--- src/rtl/sdram_frame_arbiter_pkg.sv ---
// rtl/sdram_frame_arbiter_pkg.sv - shared types and constants for the SDRAM frame arbiter
package sdram_arb_pkg;

  typedef enum logic [1:0] {
    IDLE     = 2'd0,
    WR_BURST = 2'd1,
    RD_CMD   = 2'd2
  } state_t;

  typedef enum logic {
    WRITE = 1'b0,
    READ  = 1'b1
  } grant_t;

  localparam int DEF_MAX_BURST   = 8;
  localparam int DEF_MAX_PENDING = 16;
  localparam int PEND_W          = $clog2(DEF_MAX_PENDING + 1);

endpackage

--- src/rtl/sdram_frame_arbiter_if.sv ---
// rtl/sdram_frame_arbiter_if.sv - Avalon-MM burst port bundle used for both masters and the slave
interface sdram_frame_arbiter_if #(
  parameter int ADDR_W  = 24,
  parameter int DATA_W  = 16,
  parameter int BURST_W = 4
);
  logic [ADDR_W-1:0]  address;
  logic [BURST_W-1:0] burstcount;
  logic               write;
  logic [DATA_W-1:0]  writedata;
  logic               read;
  logic               urgent;
  logic               waitrequest;
  logic [DATA_W-1:0]  readdata;
  logic               readdatavalid;

  // Side issuing commands
  modport master (
    output address, burstcount, write, writedata, read, urgent,
    input  waitrequest, readdata, readdatavalid
  );

  // Side accepting commands
  modport slave (
    input  address, burstcount, write, writedata, read, urgent,
    output waitrequest, readdata, readdatavalid
  );
endinterface

--- src/rtl/sdram_frame_arbiter_pending.sv ---
// rtl/sdram_frame_arbiter_pending.sv - saturating counter of outstanding read beats
module rd_pending_counter
  import sdram_arb_pkg::*;
#(
  parameter int W   = PEND_W,
  parameter int MAX = DEF_MAX_PENDING,
  parameter int AW  = 4
) (
  input  logic          clk,
  input  logic          reset,
  input  logic          add_en,
  input  logic [AW-1:0] add_val,
  input  logic          dec,
  output logic [W-1:0]  count
);

  logic [W-1:0] r_count;
  logic [W:0]   w_sum;
  logic [W:0]   w_next;

  // Apply a same-cycle accept and return together; clamp to 0..MAX
  always_comb begin
    w_sum  = {1'b0, r_count} + (add_en ? (W+1)'(add_val) : '0);
    w_next = w_sum;
    if (dec) begin
      w_next = (w_sum == '0) ? '0 : w_sum - (W+1)'(1);
    end
    if (w_next > (W+1)'(MAX)) begin
      w_next = (W+1)'(MAX);
    end
  end

  // Counter register
  always_ff @(posedge clk or posedge reset) begin
    if (reset) begin
      r_count <= '0;
    end else begin
      r_count <= w_next[W-1:0];
    end
  end

  // Returned data with nothing outstanding means the slave broke protocol
  always @(posedge clk) begin
    if (!reset) begin
      assert (!(dec && (r_count == '0)))
        else $error("readdatavalid with no outstanding read beats");
    end
  end

  assign count = r_count;

endmodule

--- src/rtl/sdram_frame_arbiter.sv ---
// rtl/sdram_frame_arbiter.sv - burst round-robin arbiter sharing one SDRAM slave between frame writer and reader
module sdram_frame_arbiter
  import sdram_arb_pkg::*;
#(
  parameter int BURST_W     = 4,
  parameter int MAX_BURST   = DEF_MAX_BURST,
  parameter int MAX_PENDING = DEF_MAX_PENDING,
  localparam int PW         = $clog2(MAX_PENDING + 1)
) (
  input  logic                   clk,
  input  logic                   reset,
  sdram_frame_arbiter_if.slave   wr,
  sdram_frame_arbiter_if.slave   rd,
  sdram_frame_arbiter_if.master  s,
  output logic [PW-1:0]          pending_beats,
  output logic                   busy
);

  state_t             r_state;
  grant_t             r_last_grant;
  logic [BURST_W-1:0] r_beat_cnt;

  logic [BURST_W-1:0] w_wr_bc;
  logic [BURST_W-1:0] w_rd_bc;
  logic [BURST_W-1:0] w_cnt_now;
  logic [PW:0]        w_rd_need;
  logic               w_rd_ok;
  logic               w_wr_acc;
  logic               w_rd_acc;
  logic               w_unused;

  // A burstcount of zero moves one beat
  assign w_wr_bc   = (wr.burstcount == '0) ? BURST_W'(1) : wr.burstcount;
  assign w_rd_bc   = (rd.burstcount == '0) ? BURST_W'(1) : rd.burstcount;
  assign w_rd_need = {1'b0, pending_beats} + (PW+1)'(w_rd_bc);
  assign w_rd_ok   = rd.read && (w_rd_need <= (PW+1)'(MAX_PENDING));
  assign w_wr_acc  = s.write && !s.waitrequest;
  assign w_rd_acc  = s.read && !s.waitrequest;
  // Zero in r_beat_cnt means the burst length has not been latched yet
  assign w_cnt_now = (r_beat_cnt == '0) ? w_wr_bc : r_beat_cnt;

  // Arbitration FSM: grant decided in IDLE, held for a whole write burst or one read command
  always_ff @(posedge clk or posedge reset) begin
    if (reset) begin
      r_state      <= IDLE;
      r_last_grant <= READ;
      r_beat_cnt   <= '0;
    end else begin
      case (r_state)
        IDLE: begin
          r_beat_cnt <= '0;
          if (rd.urgent && w_rd_ok) begin
            r_state <= RD_CMD;
          end else if (w_rd_ok && wr.write) begin
            r_state <= (r_last_grant == READ) ? WR_BURST : RD_CMD;
          end else if (w_rd_ok) begin
            r_state <= RD_CMD;
          end else if (wr.write) begin
            r_state <= WR_BURST;
          end
        end
        WR_BURST: begin
          if (w_wr_acc) begin
            if (w_cnt_now == BURST_W'(1)) begin
              r_state      <= IDLE;
              r_last_grant <= WRITE;
              r_beat_cnt   <= '0;
            end else begin
              r_beat_cnt <= w_cnt_now - BURST_W'(1);
            end
          end
        end
        RD_CMD: begin
          if (w_rd_acc) begin
            r_state      <= IDLE;
            r_last_grant <= READ;
          end else if (!rd.read) begin
            r_state <= IDLE;
          end
        end
        default: r_state <= IDLE;
      endcase
    end
  end

  // Slave-side mux: strobes and waitrequests follow the granted port with no added latency
  always_comb begin
    s.address      = wr.address;
    s.burstcount   = wr.burstcount;
    s.writedata    = wr.writedata;
    s.write        = 1'b0;
    s.read         = 1'b0;
    s.urgent       = 1'b0;
    wr.waitrequest = 1'b1;
    rd.waitrequest = 1'b1;
    case (r_state)
      WR_BURST: begin
        s.write        = wr.write;
        wr.waitrequest = s.waitrequest;
      end
      RD_CMD: begin
        s.address      = rd.address;
        s.burstcount   = rd.burstcount;
        s.read         = rd.read;
        rd.waitrequest = s.waitrequest;
      end
      default: ;
    endcase
  end

  assign rd.readdata      = s.readdata;
  assign rd.readdatavalid = s.readdatavalid;
  assign wr.readdata      = '0;
  assign wr.readdatavalid = 1'b0;
  assign w_unused         = ^{wr.read, wr.urgent, rd.write, rd.writedata};

  rd_pending_counter #(
    .W   (PW),
    .MAX (MAX_PENDING),
    .AW  (BURST_W)
  ) u_pending (
    .clk     (clk),
    .reset   (reset),
    .add_en  ((r_state == RD_CMD) && w_rd_acc),
    .add_val (w_rd_bc),
    .dec     (s.readdatavalid),
    .count   (pending_beats)
  );

  assign busy = (r_state != IDLE) || (pending_beats != '0);

  // Bursts longer than the controller supports are a master bug
  always @(posedge clk) begin
    if (!reset) begin
      assert (!((s.write || s.read) && (s.burstcount > BURST_W'(MAX_BURST))))
        else $error("burstcount exceeds MAX_BURST");
    end
  end

endmodule

--- src/flat_wrapper.sv ---
// flat-port wrapper written by rule: the top's interface ports become plain ports
module sdram_frame_arbiter_flat import sdram_arb_pkg::*;
#(
  parameter int BURST_W     = 4,
  parameter int MAX_BURST   = DEF_MAX_BURST,
  parameter int MAX_PENDING = DEF_MAX_PENDING,
  localparam int PW         = $clog2(MAX_PENDING + 1)
)
  (clk, reset, pending_beats, busy, wr_address, wr_burstcount, wr_write, wr_writedata, wr_read, wr_urgent, wr_waitrequest, wr_readdata, wr_readdatavalid, rd_address, rd_burstcount, rd_write, rd_writedata, rd_read, rd_urgent, rd_waitrequest, rd_readdata, rd_readdatavalid, s_address, s_burstcount, s_write, s_writedata, s_read, s_urgent, s_waitrequest, s_readdata, s_readdatavalid);
  sdram_frame_arbiter_if #(.BURST_W(BURST_W)) wr_i ();
  sdram_frame_arbiter_if #(.BURST_W(BURST_W)) rd_i ();
  sdram_frame_arbiter_if #(.BURST_W(BURST_W)) s_i ();
  input  logic clk;
  input  logic reset;
  output logic [PW-1:0] pending_beats;
  output logic busy;
  input wire logic [$bits(wr_i.address)-1:0] wr_address;
  input wire logic [$bits(wr_i.burstcount)-1:0] wr_burstcount;
  input wire logic [$bits(wr_i.write)-1:0] wr_write;
  input wire logic [$bits(wr_i.writedata)-1:0] wr_writedata;
  input wire logic [$bits(wr_i.read)-1:0] wr_read;
  input wire logic [$bits(wr_i.urgent)-1:0] wr_urgent;
  output wire logic [$bits(wr_i.waitrequest)-1:0] wr_waitrequest;
  output wire logic [$bits(wr_i.readdata)-1:0] wr_readdata;
  output wire logic [$bits(wr_i.readdatavalid)-1:0] wr_readdatavalid;
  input wire logic [$bits(rd_i.address)-1:0] rd_address;
  input wire logic [$bits(rd_i.burstcount)-1:0] rd_burstcount;
  input wire logic [$bits(rd_i.write)-1:0] rd_write;
  input wire logic [$bits(rd_i.writedata)-1:0] rd_writedata;
  input wire logic [$bits(rd_i.read)-1:0] rd_read;
  input wire logic [$bits(rd_i.urgent)-1:0] rd_urgent;
  output wire logic [$bits(rd_i.waitrequest)-1:0] rd_waitrequest;
  output wire logic [$bits(rd_i.readdata)-1:0] rd_readdata;
  output wire logic [$bits(rd_i.readdatavalid)-1:0] rd_readdatavalid;
  output wire logic [$bits(s_i.address)-1:0] s_address;
  output wire logic [$bits(s_i.burstcount)-1:0] s_burstcount;
  output wire logic [$bits(s_i.write)-1:0] s_write;
  output wire logic [$bits(s_i.writedata)-1:0] s_writedata;
  output wire logic [$bits(s_i.read)-1:0] s_read;
  output wire logic [$bits(s_i.urgent)-1:0] s_urgent;
  input wire logic [$bits(s_i.waitrequest)-1:0] s_waitrequest;
  input wire logic [$bits(s_i.readdata)-1:0] s_readdata;
  input wire logic [$bits(s_i.readdatavalid)-1:0] s_readdatavalid;
  assign wr_i.address = wr_address;
  assign wr_i.burstcount = wr_burstcount;
  assign wr_i.write = wr_write;
  assign wr_i.writedata = wr_writedata;
  assign wr_i.read = wr_read;
  assign wr_i.urgent = wr_urgent;
  assign wr_waitrequest = wr_i.waitrequest;
  assign wr_readdata = wr_i.readdata;
  assign wr_readdatavalid = wr_i.readdatavalid;
  assign rd_i.address = rd_address;
  assign rd_i.burstcount = rd_burstcount;
  assign rd_i.write = rd_write;
  assign rd_i.writedata = rd_writedata;
  assign rd_i.read = rd_read;
  assign rd_i.urgent = rd_urgent;
  assign rd_waitrequest = rd_i.waitrequest;
  assign rd_readdata = rd_i.readdata;
  assign rd_readdatavalid = rd_i.readdatavalid;
  assign s_address = s_i.address;
  assign s_burstcount = s_i.burstcount;
  assign s_write = s_i.write;
  assign s_writedata = s_i.writedata;
  assign s_read = s_i.read;
  assign s_urgent = s_i.urgent;
  assign s_i.waitrequest = s_waitrequest;
  assign s_i.readdata = s_readdata;
  assign s_i.readdatavalid = s_readdatavalid;
  sdram_frame_arbiter #(.BURST_W(BURST_W), .MAX_BURST(MAX_BURST), .MAX_PENDING(MAX_PENDING)) u_core (.clk(clk), .reset(reset), .wr(wr_i), .rd(rd_i), .s(s_i), .pending_beats(pending_beats), .busy(busy));
endmodule
--- config.mk ---
export PLATFORM = sky130hd
export DESIGN_NAME = sdram_frame_arbiter_flat
export DESIGN_NICKNAME = d
export VERILOG_FILES = /design/src/rtl/sdram_frame_arbiter_pkg.sv /design/src/rtl/sdram_frame_arbiter_if.sv /design/src/rtl/sdram_frame_arbiter_pending.sv /design/src/rtl/sdram_frame_arbiter.sv /design/src/flat_wrapper.sv
export SDC_FILE = /design/constraint.sdc
export NUM_CORES = 1
export LEC_CHECK = 0
export BUFFER_PORTS_ARGS = -buffer_cell sky130_fd_sc_hd__buf_4
export CAP_MARGIN = 20
export CORE_AREA = 2 2 79 81
export DETAILED_ROUTE_END_ITERATION = 16
export DIE_AREA = 0 0 81 83
export PLACE_DENSITY_LB_ADDON = 0.25
export REMOVE_ABC_BUFFERS = 1
export SETUP_SLACK_MARGIN = 0.5
export SLEW_MARGIN = 30
export SYNTH_ARGS = -nofsm -noshare
export SYNTH_HDL_FRONTEND = slang
export SYNTH_SLANG_ARGS = --single-unit
--- constraint.sdc ---
create_clock -name clk -period 4.1 [get_ports clk]
set_input_delay 0.615 -clock clk [delete_from_list [all_inputs] [get_ports clk]]
set_output_delay 0.615 -clock clk [all_outputs]
set_load 0.01 [all_outputs]
# After elaboration in Yosys (flattened, before gate mapping)
# Cells that the tools add are included.
# op_classes
add_sub_neg	4
n_mul	0
n_div	0
n_lt_le_gt_ge	2
eq_ne	8
n_shift	0
muxes	30
n_bitwise	0
reduce_logical	20
# ops
cell	n
two-way mux 4 bit	7
two-way mux 24 bit	1
two-way mux 2 bit	9
logical NOT 4 bit	3
two-way mux 6 bit	2
case mux 4 bit (2 select lines)	1
AND reduction 4 bit	2
two-way mux 1 bit	7
adder 5 x 4 -> 6 bit	1
adder 5 x 6 -> 6 bit	1
> comparator 6 x 5 -> 1 bit, second input constant	1
<= comparator 6 x 5 -> 1 bit, second input constant	1
logical AND 1 bit	6
logical NOT 6 bit	1
!= test 2 x 1 -> 1 bit, second input constant	3
case mux 2 bit (3 select lines)	1
nonzero test 2 bit	3
subtractor 6 x 1 -> 6 bit, second input constant	1
two-way mux 5 bit	1
!= test 5 x 2 -> 1 bit, second input constant	1
nonzero test 5 bit	1
== test 4 x 1 -> 1 bit, second input constant	1
subtractor 4 x 1 -> 4 bit, second input constant	1
!= test 3 x 2 -> 1 bit, second input constant	1
7 further kinds	7
# word_totals
register_bits	12
latchBits	0
ramBits	0
rom_bits	0
inputBits	114
out_inout_bits	89
wordCells	68
memories	0

# Depth between registers and ports, before layout
# logic_depth
ltp_word	11
mapped_depth	13
mapped_depth_nobuf	13

# Hierarchy
# A second synthesis with hierarchy kept.
# unflattened
hier_cells	236
area_unflattened_um2	2050.7
# modules_own_cells
module	n_inst	cells_each	area_each_um2	seq_area_each_um2
sdram_frame_arbiter	1	169	1461.4	176.4
rd_pending_counter	1	67	589.3	125.1

# Worst setup path before layout
# No wires, ideal clock.
# synth_timing
kind	input port to flip-flop
startpoint	in rd_burstcount[2]
endpoint	reg u_core.u_pending.r_count[1] (netlist: u_core.u_pending.count[1])
setup_time_ns	0.095
arrival_ns	2.983
required_time_ns	4.005
slack_ns	1.022
cell_stages	12
path_buffers	0
path_cell_list	nor3_1 -> or2_2 -> and2_1 -> ha_1 -> fa_1 -> inv_1 -> ha_1 -> nand2_1 -> nor2_1 -> o22ai_1 -> a211o_4 -> nor4_4
# synth_between
elab_chain_len	9
word_cells_on_any_way	10
cone_classes	add/sub (2); order compare (1); mux (5); reduce/logical (2)
# synth_lines
item	line	rtl
start: declaration	flat_wrapper.sv:27	input wire logic [$bits(rd_i.burstcount)-1:0] rd_burstcount;
logical NOT 4 bit	sdram_frame_arbiter.sv:34	assign w_rd_bc = (rd.burstcount == '0) ? BURST_W'(1) : rd.burstcount;
two-way mux 4 bit (*)	sdram_frame_arbiter.sv:34	
two-way mux 4 bit (*)	sdram_frame_arbiter_pending.sv:23	w_sum = {1'b0, r_count} + (add_en ? (W+1)'(add_val) : '0);
adder 5 x 6 -> 6 bit (*)	sdram_frame_arbiter_pending.sv:23	
subtractor 6 x 1 -> 6 bit or logical NOT 6 bit (tied branches)	sdram_frame_arbiter_pending.sv:26	w_next = (w_sum == '0) ? '0 : w_sum - (W+1)'(1);
two-way mux 6 bit	sdram_frame_arbiter_pending.sv:26	
two-way mux 6 bit (*)	sdram_frame_arbiter_pending.sv:25	if (dec) begin
> comparator 6 x 5 -> 1 bit	sdram_frame_arbiter_pending.sv:28	if (w_next > (W+1)'(MAX)) begin
two-way mux 5 bit (*)	sdram_frame_arbiter_pending.sv:28	
via u_core.u_pending.w_next[1]	sdram_frame_arbiter_pending.sv:19	logic [W:0] w_next;
end signal: assignment	sdram_frame_arbiter_pending.sv:38	r_count <= w_next[W-1:0];
end: declaration	sdram_frame_arbiter_pending.sv:17	logic [W-1:0] r_count;
# Mark *: on every way through the listed nets, which the timed path passes. The rest lies on a longest branch.
# A chain may end at the register's enable or synchronous reset.

# Final worst setup path
# layout_timing
startpoint	reg u_core.r_state[0]
endpoint	reg u_core.u_pending.r_count[1] (netlist: u_core.u_pending.count[1])
# layout_between
elab_chain_len	11
word_cells_on_any_way	12
cone_classes	add/sub (2); order compare (1); eq/ne (1); mux (5); reduce/logical (3)
# layout_lines
item	line	rtl
start: declaration	sdram_frame_arbiter.sv:19	state_t r_state;
start signal: assignment	sdram_frame_arbiter.sv:55	r_state <= (r_last_grant == READ) ? WR_BURST : RD_CMD;
== test 2 bit (*)	sdram_frame_arbiter.sv:96, sdram_frame_arbiter.sv:124	
two-way mux 1 bit	sdram_frame_arbiter.sv:96	case (r_state)
logical AND 1 bit	sdram_frame_arbiter.sv:38	assign w_rd_acc = s.read && !s.waitrequest;
logical AND 1 bit (*)	sdram_frame_arbiter.sv:124	.add_en ((r_state == RD_CMD) && w_rd_acc),
two-way mux 4 bit (*)	sdram_frame_arbiter_pending.sv:23	
adder 5 x 6 -> 6 bit (*)	sdram_frame_arbiter_pending.sv:23	
subtractor 6 x 1 -> 6 bit or logical NOT 6 bit (tied branches)	sdram_frame_arbiter_pending.sv:26	
two-way mux 6 bit	sdram_frame_arbiter_pending.sv:26	
two-way mux 6 bit (*)	sdram_frame_arbiter_pending.sv:25	
> comparator 6 x 5 -> 1 bit	sdram_frame_arbiter_pending.sv:28	
two-way mux 5 bit (*)	sdram_frame_arbiter_pending.sv:28	
via u_core.u_pending.w_next[1]	sdram_frame_arbiter_pending.sv:19	
# Marked as above.

==> results.md <==
- Die width: 81 um
- Met1 WL: 2490 um
- Sink Count: 12
- Area delta synth->final: 28.9%
- Dpl cells: 380
- CTS buffer count: 3
- Power density over the cells: 450 nW/um2
- WL met2: 2520 um
- H-tree levels: 1
- Drt initial violations: 106
- CP endpoint kind: register
- Number of setup violations in the final report: 0
- Fill count: 610
- Final Total Pwr: 0.00116 W
- Multi-input logic area: 1300 um2
- Non-filler cells, final: 384
- DP HPWL: 4900 um
- Reg-to-Reg Start: u_core.r_state[0]
- Share of the synthesized area in the top cell type: 19.5%
- RD Place Congestion: 0.830
- Syn Std Cell Area: 2000 um2
- #FFs+latches synth: 12
- 1st-pass router iterations: 4
- Share of layout cells above drive strength 1: 49.2%
- Worst Reg-to-Reg Cells: 13
- Postcts setup bufs: 0
- CP arrival: 3.37 ns
- Register area: 302 um2
- Avg Cell Area, Syn: 8.25 um2
- Drt drc: 0
- Fin nets: 438
- Worst-Skew Late Latency: 0.24 ns
- CP Launch Type: register
- Antenna Diode Count: 0
- CTS tree: built
- Relative max-transition margin: 61.8%
- Input/output buffers: 101
- Post-synth cell types: 47
- CTS resizes: 0
- Number of enable flip-flop cells after synthesis: 0
- First-pass GRT wire length: 9150 um
- Gr usage total: 17.1%
- Num rows: 28
- Top_reg_cell synth: dfrtp_1
- Status: completed
- Seq/Total Area, Yosys: 15.1%
- Leakage: 1.28 nW
- Final hold vios: 0
- Fin crit share: 78.8%
- Worst-Margin Slew: 0.571 ns
- Total core area: 5820 um2
- Clock slew at reported path FFs: 0.05 ns
- Crit path max fanout: 7
- Routed Antenna Nets: 0
- Clock Path Buffers: 2
- Largest net degree at the start of global routing: 31
- Post-cts hold buffer count: 0
- Top sig layer: met4
- Vias in the first global route: 1,847
- Clk root buf: clkbuf_8
- Achievable Freq: 0.310 GHz
- Total negative slack: 0 ns
- Worst vdd ir: 0.137 mV
- Area leader, netlist: buf_4
- WL met3: 672 um
- Initial antenna violation count: 0
- Hold crit path type: in2async
- I/O pins: 203
- Die height: 83 um
- Fin Clk Skew: 0.00409 ns
- Area contributors post-synth: buf_4 20%, mux2_2 16%, dfrtp_1 14%
- Max cap viols: 0
- WL per Instance: 14.9 um
- Final Max Slew Viols: 0
- Worst Path Class, Setup: reg2reg
- Final WL: 5730 um
- R2R Setup Slk: 0.87 ns
- Unrepaired setup endpoints after global routing: false
- WP data required: 4.24 ns
- Total grt overflow: 0
- Tmin final: 3.23 ns
- Fraction of registers with async set/reset: 100%
- Via Count: 1,833
- Via-to-Cell Ratio: 4.77
- Syn. warnings: 0
- Post-synthesis cell count: 242
- Reg2reg end: u_core.u_pending.count[1]
- Die ar.: 6720 um2
- Initial Util: 34.3%
cell type report:
class | count | area share, %
Inverter | 14 | 2.04
Clock buffer | 4 | 2.14
Timing Repair Buffer | 103 | 30.0
Tap cell | 75 | 3.65
Multi-Input combinational cell | 176 | 50.4
Sequential cell | 12 | 11.7
kinds of logic (layout without fill, tap and decap cells):
group           Yosys count  in the layout  share of synthesized area [%]
simple gates             69             69                           19.4
compound gates           40             40                           13.7
mux                      29             29                           16.3
fa+ha+maj                15             15                           10.0
xor+xnor                  5              5                           2.19
other cells               1             18                          0.188
flops                    12             12                           15.1
buf+inv                  71            121                           23.1
cells in the mapped netlist, types with 2 or more instances:
library cell  number
buf_4             52
mux2_2            28
nor2_1            20
inv_1             14
nand2_1           13
ha_1              12
dfrtp_1           11
a21oi_1           10
o21ai_0           10
nand3_1            7
nor3_1             7
and2_1             4
nand2b_1           4
a21o_1             3
and3_4             3
clkbuf_1           3
xnor2_1            3
a211oi_2           2
buf_1              2
fa_1               2
nor4_2             2
o21ai_1            2
o22ai_1            2
or2_2              2
xor2_1             2
worst max path at each step:
stage | from | end | slack [ns]
after global placement | rd_burstcount[1] | u_core.u_pending.count[1] | 0.66
after floorplan | u_core.r_state[0] | u_core.u_pending.count[1] | 0.52
final | u_core.r_state[0] | u_core.u_pending.count[1] | 0.87
after detailed placement | rd_burstcount[1] | u_core.u_pending.count[1] | 0.64
after CTS | u_core.r_state[0] | u_core.u_pending.count[1] | 0.86
after global routing | u_core.r_state[0] | u_core.u_pending.count[1] | 0.59
per-stage QoR:
step	instance area, um2	util (%)	worst slack (ns)	hold slack [ns]
after CTS	2570	44.3	0.859	0.404
final	2570	44.3	0.870	0.386
after global placement	2520	43.3	0.659	0.492
after floorplan	1650	-	0.515	0.470
after global routing	2570	44.3	0.586	0.418
after detailed placement	2520	43.3	0.638	0.502
critical path, cell delays in order (launching register included):
cell	delay, ns
dfrtp_1	0.43
nand2b_1	0.19
nor3_1	0.14
buf_4	0.16
and2_1	0.12
ha_1	0.20
fa_1	0.52
inv_1	0.12
ha_1	0.19
nand2_1	0.08
nor2_1	0.21
o22ai_1	0.14
a211o_4	0.39
nor4_4	0.25
routing by layer:
metal,vias to the layer above,GRT usage (%)
li1,901,-
met3,4,7.61
met4,0,4.62
met5,-,6.67
met2,108,24.3
met1,820,22.6
placed cells by master (no fill, tap or decap), types with 2 or more instances in the layout:
master | Yosys | final
a21oi_1 | 10 | 10
buf_4 | 52 | 103
or2_2 | 2 | 2
and2_1 | 4 | 4
mux2_2 | 28 | 28
nand2b_1 | 4 | 4
ha_1 | 12 | 12
o21ai_1 | 2 | 2
o21ai_0 | 10 | 10
nor2_1 | 20 | 20
clkbuf_8 | 0 | 4
conb_1 | 1 | 18
xor2_1 | 2 | 2
dfrtp_1 | 11 | 11
xnor2_1 | 3 | 3
and3_4 | 3 | 3
nand2_1 | 13 | 13
a211oi_2 | 2 | 2
nand3_1 | 7 | 7
fa_1 | 2 | 2
o22ai_1 | 2 | 2
nor4_2 | 2 | 2
inv_1 | 14 | 14
a21o_1 | 3 | 3
nor3_1 | 7 | 7
power breakdown:
part	total [W]	switching (W)	internal, W
logic	0.000794	0.000412	0.000383
registers	0.000241	0.0000697	0.000171
clock network	0.000124	0.0000397	0.0000845
sequential cells by signal, summed over array words and instances (netlist names):
signal	count
u_core.r_last_grant	1
u_core.u_pending.count	5
u_core.r_state	2
u_core.r_beat_cnt	4
No activity file was read; power rests on OpenSTA's default activity.
